### src/rtl/countdown_pkg.sv
// Shared definitions for the countdown timer: FSM state encoding and default sizing.
package countdown_pkg;

  typedef enum logic [1:0] {
    ST_IDLE  = 2'd0,
    ST_RUN   = 2'd1,
    ST_PAUSE = 2'd2,
    ST_DONE  = 2'd3
  } state_t;

  localparam int unsigned DEFAULT_BITS     = 8;
  localparam int unsigned DEFAULT_PRESCALE = 4;

endpackage

### src/rtl/countdown_prescaler.sv
// Step-strobe divider for the countdown timer (used only when COUNTDOWN_PRESCALE_EN is defined).
// step fires on the PRESCALE-th un-held cycle after a clear; hold freezes the phase.
module countdown_prescaler
  import countdown_pkg::*;
#(
  parameter int unsigned PRESCALE = DEFAULT_PRESCALE
) (
  input  logic clk,
  input  logic rst,
  input  logic clear,
  input  logic hold,
  output logic step
);

  localparam int unsigned CW = (PRESCALE > 1) ? $clog2(PRESCALE) : 1;
  localparam logic [CW-1:0] LAST = CW'(PRESCALE - 1);

  logic [CW-1:0] cnt;

  assign step = !hold && (cnt == LAST);

  always_ff @(posedge clk) begin
    if (rst || clear) begin
      cnt <= '0;
    end else if (!hold) begin
      cnt <= (cnt == LAST) ? '0 : cnt + CW'(1);
    end
  end

endmodule

### src/rtl/countdown_timer_n.sv
// Presettable down-counter/timer with IDLE/RUN/PAUSE/DONE FSM, one-shot or auto-reload, and tick.
// Define COUNTDOWN_PRESCALE_EN to decrement once every PRESCALE clocks instead of every clock.
module countdown_timer_n
  import countdown_pkg::*;
#(
  parameter int unsigned BITS     = DEFAULT_BITS,
  parameter int unsigned PRESCALE = DEFAULT_PRESCALE
) (
  input  logic            clk,
  input  logic            rst,
  input  logic            load,
  input  logic [BITS-1:0] load_val,
  input  logic            start,
  input  logic            pause,
  input  logic            auto_reload,
  output logic [BITS-1:0] q,
  output logic            tick,
  output logic            busy,
  output logic            done
);

  localparam logic [BITS-1:0] ONE = BITS'(1);

  if (PRESCALE == 0) begin : g_prescale_check
    $error("countdown_timer_n: PRESCALE must be >= 1");
  end

  state_t          state, state_n;
  logic [BITS-1:0] reload_reg, reload_n;
  logic [BITS-1:0] q_n;
  logic            tick_n;
  logic            step;

`ifdef COUNTDOWN_PRESCALE_EN
  logic pre_clear;
  logic pre_hold;

  // Counting edges are exactly those in RUN with neither load nor pause winning.
  assign pre_clear = load || (start && (state == ST_IDLE || state == ST_DONE));
  assign pre_hold  = (state != ST_RUN) || pause || load;

  countdown_prescaler #(
    .PRESCALE(PRESCALE)
  ) u_prescaler (
    .clk  (clk),
    .rst  (rst),
    .clear(pre_clear),
    .hold (pre_hold),
    .step (step)
  );
`else
  assign step = 1'b1;
`endif

  assign busy = (state == ST_RUN) || (state == ST_PAUSE);
  assign done = (state == ST_DONE);

  always_ff @(posedge clk) begin
    if (rst) begin
      state      <= ST_IDLE;
      q          <= '0;
      reload_reg <= '0;
      tick       <= 1'b0;
    end else begin
      state      <= state_n;
      q          <= q_n;
      reload_reg <= reload_n;
      tick       <= tick_n;
    end
  end

  always_comb begin
    state_n  = state;
    q_n      = q;
    reload_n = reload_reg;
    tick_n   = 1'b0;
    if (load) begin
      reload_n = load_val;
      q_n      = load_val;
      state_n  = ST_IDLE;
    end else begin
      case (state)
        ST_IDLE, ST_DONE: begin
          if (start) begin
            q_n = reload_reg;
            if (reload_reg == '0) begin
              tick_n  = 1'b1;
              state_n = ST_DONE;
            end else begin
              state_n = ST_RUN;
            end
          end
        end
        ST_PAUSE: begin
          if (start) state_n = ST_RUN;
        end
        ST_RUN: begin
          if (pause) begin
            state_n = ST_PAUSE;
          end else if (step) begin
            // q is never 0 in RUN, so anything not above 1 is the terminal step.
            if (q > ONE) begin
              q_n = q - ONE;
            end else if (auto_reload) begin
              q_n    = reload_reg;
              tick_n = 1'b1;
            end else begin
              q_n     = '0;
              tick_n  = 1'b1;
              state_n = ST_DONE;
            end
          end
        end
        default: state_n = ST_IDLE;
      endcase
    end
  end

endmodule

### config.mk
export PLATFORM = sky130hd
export DESIGN_NAME = countdown_timer_n
export DESIGN_NICKNAME = d
export VERILOG_FILES = /design/src/rtl/countdown_pkg.sv /design/src/rtl/countdown_prescaler.sv /design/src/rtl/countdown_timer_n.sv
export SDC_FILE = /design/constraint.sdc
export NUM_CORES = 1
export LEC_CHECK = 0
export CAP_MARGIN = 20
export CORE_ASPECT_RATIO = 1.1
export CORE_MARGIN = 2
export CORE_UTILIZATION = 55
export DETAILED_ROUTE_END_ITERATION = 10
export GPL_TIMING_DRIVEN = 0
export HOLD_SLACK_MARGIN = 0.03
export PLACE_DENSITY = 0.95
export REMOVE_ABC_BUFFERS = 1
export SLEW_MARGIN = 20
export SYNTH_ARGS = -nofsm -noshare
export SYNTH_HDL_FRONTEND = slang
export SYNTH_HIERARCHICAL = 1
export SYNTH_SLANG_ARGS = --single-unit
### constraint.sdc
create_clock -name clk -period 3.4 [get_ports clk]
set_clock_uncertainty 0.2 [all_clocks]
set_input_delay 0.68 -clock clk [delete_from_list [all_inputs] [get_ports clk]]
set_output_delay 0.68 -clock clk [all_outputs]
set_load 0.05 [all_outputs]
==> results.ini, run 1 <==
[status]
status=complete, no violations

[clock_network]
clock_sinks=19
cts_tree=done
cts-root-buf=clkbuf_4
cts_resized=0
clockBufferDepth=2
clock_latency_ns=0.31
tritoncts.num_buffers=3
postCtsSetupBuffers=0
htreeDepth=1
path_clk_slew_ns=0.12
cts_hold_buf=0

[critical_path]
start_kind=register
crit_top_cell=inv_1
path_class=reg -> out
worst_setup_path_end_kind=output port
path_cells=inv_1, ha_1, inv_1, clkdlybuf4s50_1
r2r_start=state[0]$_SDFFE_PP0P_
endpoint=busy
r2r_setup_slack_ns=0.77
slowest_delay_ns=0.80
crit_cells=4
cp_top_family=buffers and inverters
crit_required_ns=2.52
worstSetupStartpoint=state[0]$_SDFFE_PP0P_
r2r_end=q[4]$_SDFFE_PP0P_
ff2ff_path_depth=7
arrival_ns=2.07
worst-path-max-fanout=8
critPathBufInv=3
critical-path-slowest-cell=clkdlybuf4s50_1

[worst_hold_path]
hp-class=reg -> reg

[pwr]
leakage_nw=0.5910
power_frac_comb_pct=39.2
peakVddDrop_uv=270.7
clkPwrFrac_pct=18.6
switchingPower_uw=242.4
switching_share_pct=38.87
p_int_uw=381.3
power.density_nw_per_um2=409.9
p_seq_share_pct=42.2

[sta]
fin_crit_sh_pct=86.66
tightest_slew_ns=0.9816
finalCriticalPeriod_ns=2.946
hold_viol_final=0
setup_violations=0
fmax_mhz=339.4
slew_headroom_pct=34.00
drv_slew=0
tns_ns=0
rsz0062_at_grt=no

[placed_design]
portBuffers=24
place_congestion=0.8712
place_hpwl_um=2337
dp.cells=192

[floorplan]
core_region_area_um2=2207
dieArea_um2=2683
fp.dieW_um=49.57
die_y_um=54.13
initial_core_util_pct=56.92
rows=18
io_pins=25

[layout]
area_growth_pct=21.12
fin_nets=186
drive_above_1_share_pct=6.627
final_cells=196
fin_util_pct=68.93
fillerInstances=209
diodes=0

[synthesis]
synth-main-ff-cell=dfxtp_1
synthesis.area_um2=1256
synth_cell_types=52
postSynthCellCount=146
async_flop_share_pct=0
synth.most_common_cell=dfxtp_1
ys_warn_count=6
yosysTopAreaCellShare_pct=30.28
synth_edf_count=0
ys_ff_latch=19
yosysSeqAreaShare_pct=30.28
synthTopCellsByCount=dfxtp_1, nor2_1, inv_1, mux2i_1, nor3_1
yosysTopAreaCell=dfxtp_1
synthTopCellsByArea=dfxtp_1, mux2i_1, ha_1
syn_avg_cell_area_um2=8.604

[global_routing]
antenna_found_initial=0
grt_pass1_wl_um=5388
grt_max_degree=21
grt_overflow=0
grt_pass1_vias=1233
grt_usage_pct=26.44

[route]
avgRoutedWirePerCell_um=16.62
totalWireLength_um=3258
first_pass_iters=4
vias=1240
antenna_left=0
drt_iter0_markers=42
route.detailed.drc=0
vias_per_cell=6.327

[job]
max_cap_viol_count=0

==> routing by layer <==
layer	global-route usage [%]	vias to the layer above	share of wire [%]
met3	3.333	6	6.4
li1	-	587	-
met4	11.11	0	1.0
met1	28.96	585	39
met5	0	-	0
met2	51.78	62	53
==> tightest hold or removal path, stage by stage, from the launching register on <==
cell and delay [ns]:
dfxtp_1 0.35, nand2_1 0.07, a21oi_1 0.05
==> power groups by stage <==
stage | registers [mW] | logic, mW | clock network, mW
detailed placement | 0.267 | 0.240 | 0
CTS | 0.262 | 0.243 | 0.120
floorplan | 0.294 | 0.134 | 0
global route | 0.266 | 0.261 | 0.134
global placement | 0.266 | 0.231 | 0
finish | 0.263 | 0.245 | 0.116
==> cell usage in the layout (no fill, tap or decap), drive strengths merged, types with 3 or more instances in the layout <==
| master | instances |
|---|---|
| a21oi | 5 |
| mux2i | 9 |
| nand2 | 4 |
| dfxtp | 19 |
| o21ai | 3 |
| clkbuf | 3 |
| a221oi | 5 |
| nand2b | 3 |
| clkdlybuf4s50 | 24 |
| nor3 | 7 |
| ha | 5 |
| nor2 | 17 |
| inv | 13 |
| o31ai | 3 |
| mux2 | 3 |
| a211oi | 4 |
==> layout make-up <==
cell class | count | area [µm²] | share of cell area [%]
multi-input cells | 106 | 787.0 | 51.73
flip-flops and latches | 19 | 380.4 | 25.00
repair buffers | 24 | 240.2 | 15.79
inverters | 13 | 48.80 | 3.207
well taps | 30 | 37.54 | 2.467
clock buffers | 3 | 22.52 | 1.480
clock inverters | 1 | 5.005 | 0.3289
==> worst min-delay path by stage <==
stage | start | endpoint | slack (ns) | depth (start not counted)
2_1_floorplan | reload_reg[5]$_SDFFE_PP0P_ | reload_reg[5]$_SDFFE_PP0P_ | 0.26 | 2
3_3_place_gp | reload_reg[5]$_SDFFE_PP0P_ | reload_reg[5]$_SDFFE_PP0P_ | 0.30 | 2
3_5_place_dp | reload_reg[5]$_SDFFE_PP0P_ | reload_reg[5]$_SDFFE_PP0P_ | 0.29 | 2
4_1_cts | reload_reg[5]$_SDFFE_PP0P_ | reload_reg[5]$_SDFFE_PP0P_ | 0.30 | 2
5_1_grt | reload_reg[5]$_SDFFE_PP0P_ | reload_reg[5]$_SDFFE_PP0P_ | 0.36 | 2
6_report | reload_reg[5]$_SDFFE_PP0P_ | reload_reg[5]$_SDFFE_PP0P_ | 0.31 | 2
==> kinds of logic after synthesis <==
kind of cell	count (synthesis)	share of synthesized area [%]
simple gates	45	17.83
compound gates	42	28.29
buf+inv	21	7.071
flops	19	30.28
mux	12	10.16
fa+ha+maj	5	4.980
xor+xnor	2	1.395
==> through the flow <==
step	worst slack, ns	hold slack (ns)	instance area, µm²	total power, mW
floorplan	0.7913	0.2642	1216	0.4284
global placement	0.4646	0.2999	1494	0.4965
detailed placement	0.4230	0.2899	1494	0.5069
CTS	0.4484	0.3045	1521	0.6253
global route	0.3318	0.3637	1521	0.6609
finish	0.4535	0.3059	1521	0.6237
Note: power is estimated with default switching activity, not from simulation.
==> run 2: changes to the inputs <==
- CORE_MARGIN: 2 -> 10
==> run 2 against run 1 <==
- total power about the same
- first-iteration DRC count up 69%
- final cell count unchanged
- worst setup slack better by 0.0063 ns
- combinational power down 2%
- wire length down 0.95%
- register-to-register slack about the same
- global-route usage down 12 points
- largest cell class unchanged
- highest routed layer unchanged
==> results.ini, run 2 (synthesis gave the netlist of run 1 again) <==
[clock_network]
path_clk_slew_ns=0.11
cts-root-buf=clkbuf_4
postCtsSetupBuffers=0
cts_resized=0
tritoncts.num_buffers=3
clock_latency_ns=0.31
cts_hold_buf=0
clockBufferDepth=2
htreeDepth=1
clock_sinks=19
cts_tree=done

[route]
avgRoutedWirePerCell_um=16.46
route.detailed.drc=0
drt_iter0_markers=71
antenna_left=0
totalWireLength_um=3227
vias=1202
first_pass_iters=4
vias_per_cell=6.133

[critical_path]
crit_required_ns=2.52
path_class=reg -> out
slowest_delay_ns=0.81
critPathBufInv=3
start_kind=register
path_cells=inv_1, ha_1, inv_1, clkdlybuf4s50_1
worst-path-max-fanout=8
cp_top_family=buffers and inverters
critical-path-slowest-cell=clkdlybuf4s50_1
crit_top_cell=inv_1
arrival_ns=2.06
worst_setup_path_end_kind=output port

[layout]
final_common_cell=clkdlybuf4s50_1
area_growth_pct=21.02
mostFrequentLayoutCells=clkdlybuf4s50_1, dfxtp_1, nor2_1, inv_1, mux2i_1
fillerInstances=193
fin_nets=186
diodes=0
drive_above_1_share_pct=6.024

[sta]
drv_slew=0
fin_crit_sh_pct=86.48
fmax_mhz=340.1
finalCriticalPeriod_ns=2.940
tightest_slew_ns=0.9316
hold_viol_final=0
slew_headroom_pct=37.70
setup_violations=0
tns_ns=0
rsz0062_at_grt=no

[placed_design]
place_congestion=0.8585
place_hpwl_um=2435
portBuffers=24

[job]
max_cap_viol_count=0

[pwr]
power.total_uw=623.3
leakage_nw=0.5883
peakVddDrop_uv=272.9
power.density_nw_per_um2=410.0

[floorplan]
fp.dieW_um=65.57
die_y_um=70.13
dieArea_um2=4598
core_region_area_um2=2207
io_pins=25
rows=18
initial_core_util_pct=56.92

[global_routing]
grt_max_degree=21
grt_pass1_wl_um=5375
grt_usage_pct=14.22
grt_pass1_vias=1181
grt_overflow=0
antenna_found_initial=0

[status]
status=complete, no violations

[worst_hold_path]
hp-class=reg -> reg

run 2: changes by cell type in the layout (fill, tap and decap cells not counted):
cell | previous run | this run
clkinv_2 | 1 | 0
clkbuf_1 | 0 | 1
run 2: worst register-to-register path, stage by stage (launching register included):
cell and delay [ns]:
dfxtp_1 0.50, inv_1 0.15, ha_1 0.33, o21bai_1 0.46, o31ai_4 0.15, mux2_1 0.34, a221oi_1 0.29, nor3_1 0.08
run 2: metal layers:
layer	track usage (%)	up-vias	share of wire, %	routed length (µm)
met5	0	-	0	0
met4	5.952	0	1.2	39
met3	4.147	4	8.5	275
met2	24.21	55	49	1584
met1	15.79	558	41	1327
li1	-	585	-	-
run 2: cell type report:
class,count,area (µm²),area share [%]
flip-flops and latches,19,380.4,25.02
well taps,30,37.54,2.469
clock buffers,4,26.28,1.728
inverters,13,48.80,3.210
repair buffers,24,240.2,15.80
multi-input cells,106,787.0,51.77
run 2: final timing paths:
path | startpoint | to | slack [ns] | depth (start not counted)
setup reg to reg | q[0]$_SDFFE_PP0P_ | q[3]$_SDFFE_PP0P_ | 0.77 | 7
setup / recovery | state[0]$_SDFFE_PP0P_ | busy | 0.46 | 4
hold / removal | reload_reg[5]$_SDFFE_PP0P_ | reload_reg[5]$_SDFFE_PP0P_ | 0.32 | 2
hold reg to reg | reload_reg[5]$_SDFFE_PP0P_ | reload_reg[5]$_SDFFE_PP0P_ | 0.32 | 2
run 2: power breakdown:
part	leakage (nW)	switching (mW)	internal, mW
sequential	0.157	0.0236	0.239
combinational	0.417	0.143	0.0978
clock	0.0150	0.0736	0.0459
total	0.588	0.240	0.383
run 2: stage by stage:
stage	util [%]	hold slack, ns	instance area (µm²)	std cells	setup WS [ns]
6_report	68.88	0.3195	1520	196	0.4598
5_1_grt	68.88	0.3664	1520	196	0.3815
4_1_cts	68.88	0.3168	1520	196	0.4406
3_5_place_dp	67.69	0.3019	1494	192	0.4454
3_3_place_gp	67.69	0.3023	1494	192	0.4465
2_1_floorplan	-	0.2642	1216	138	0.7913
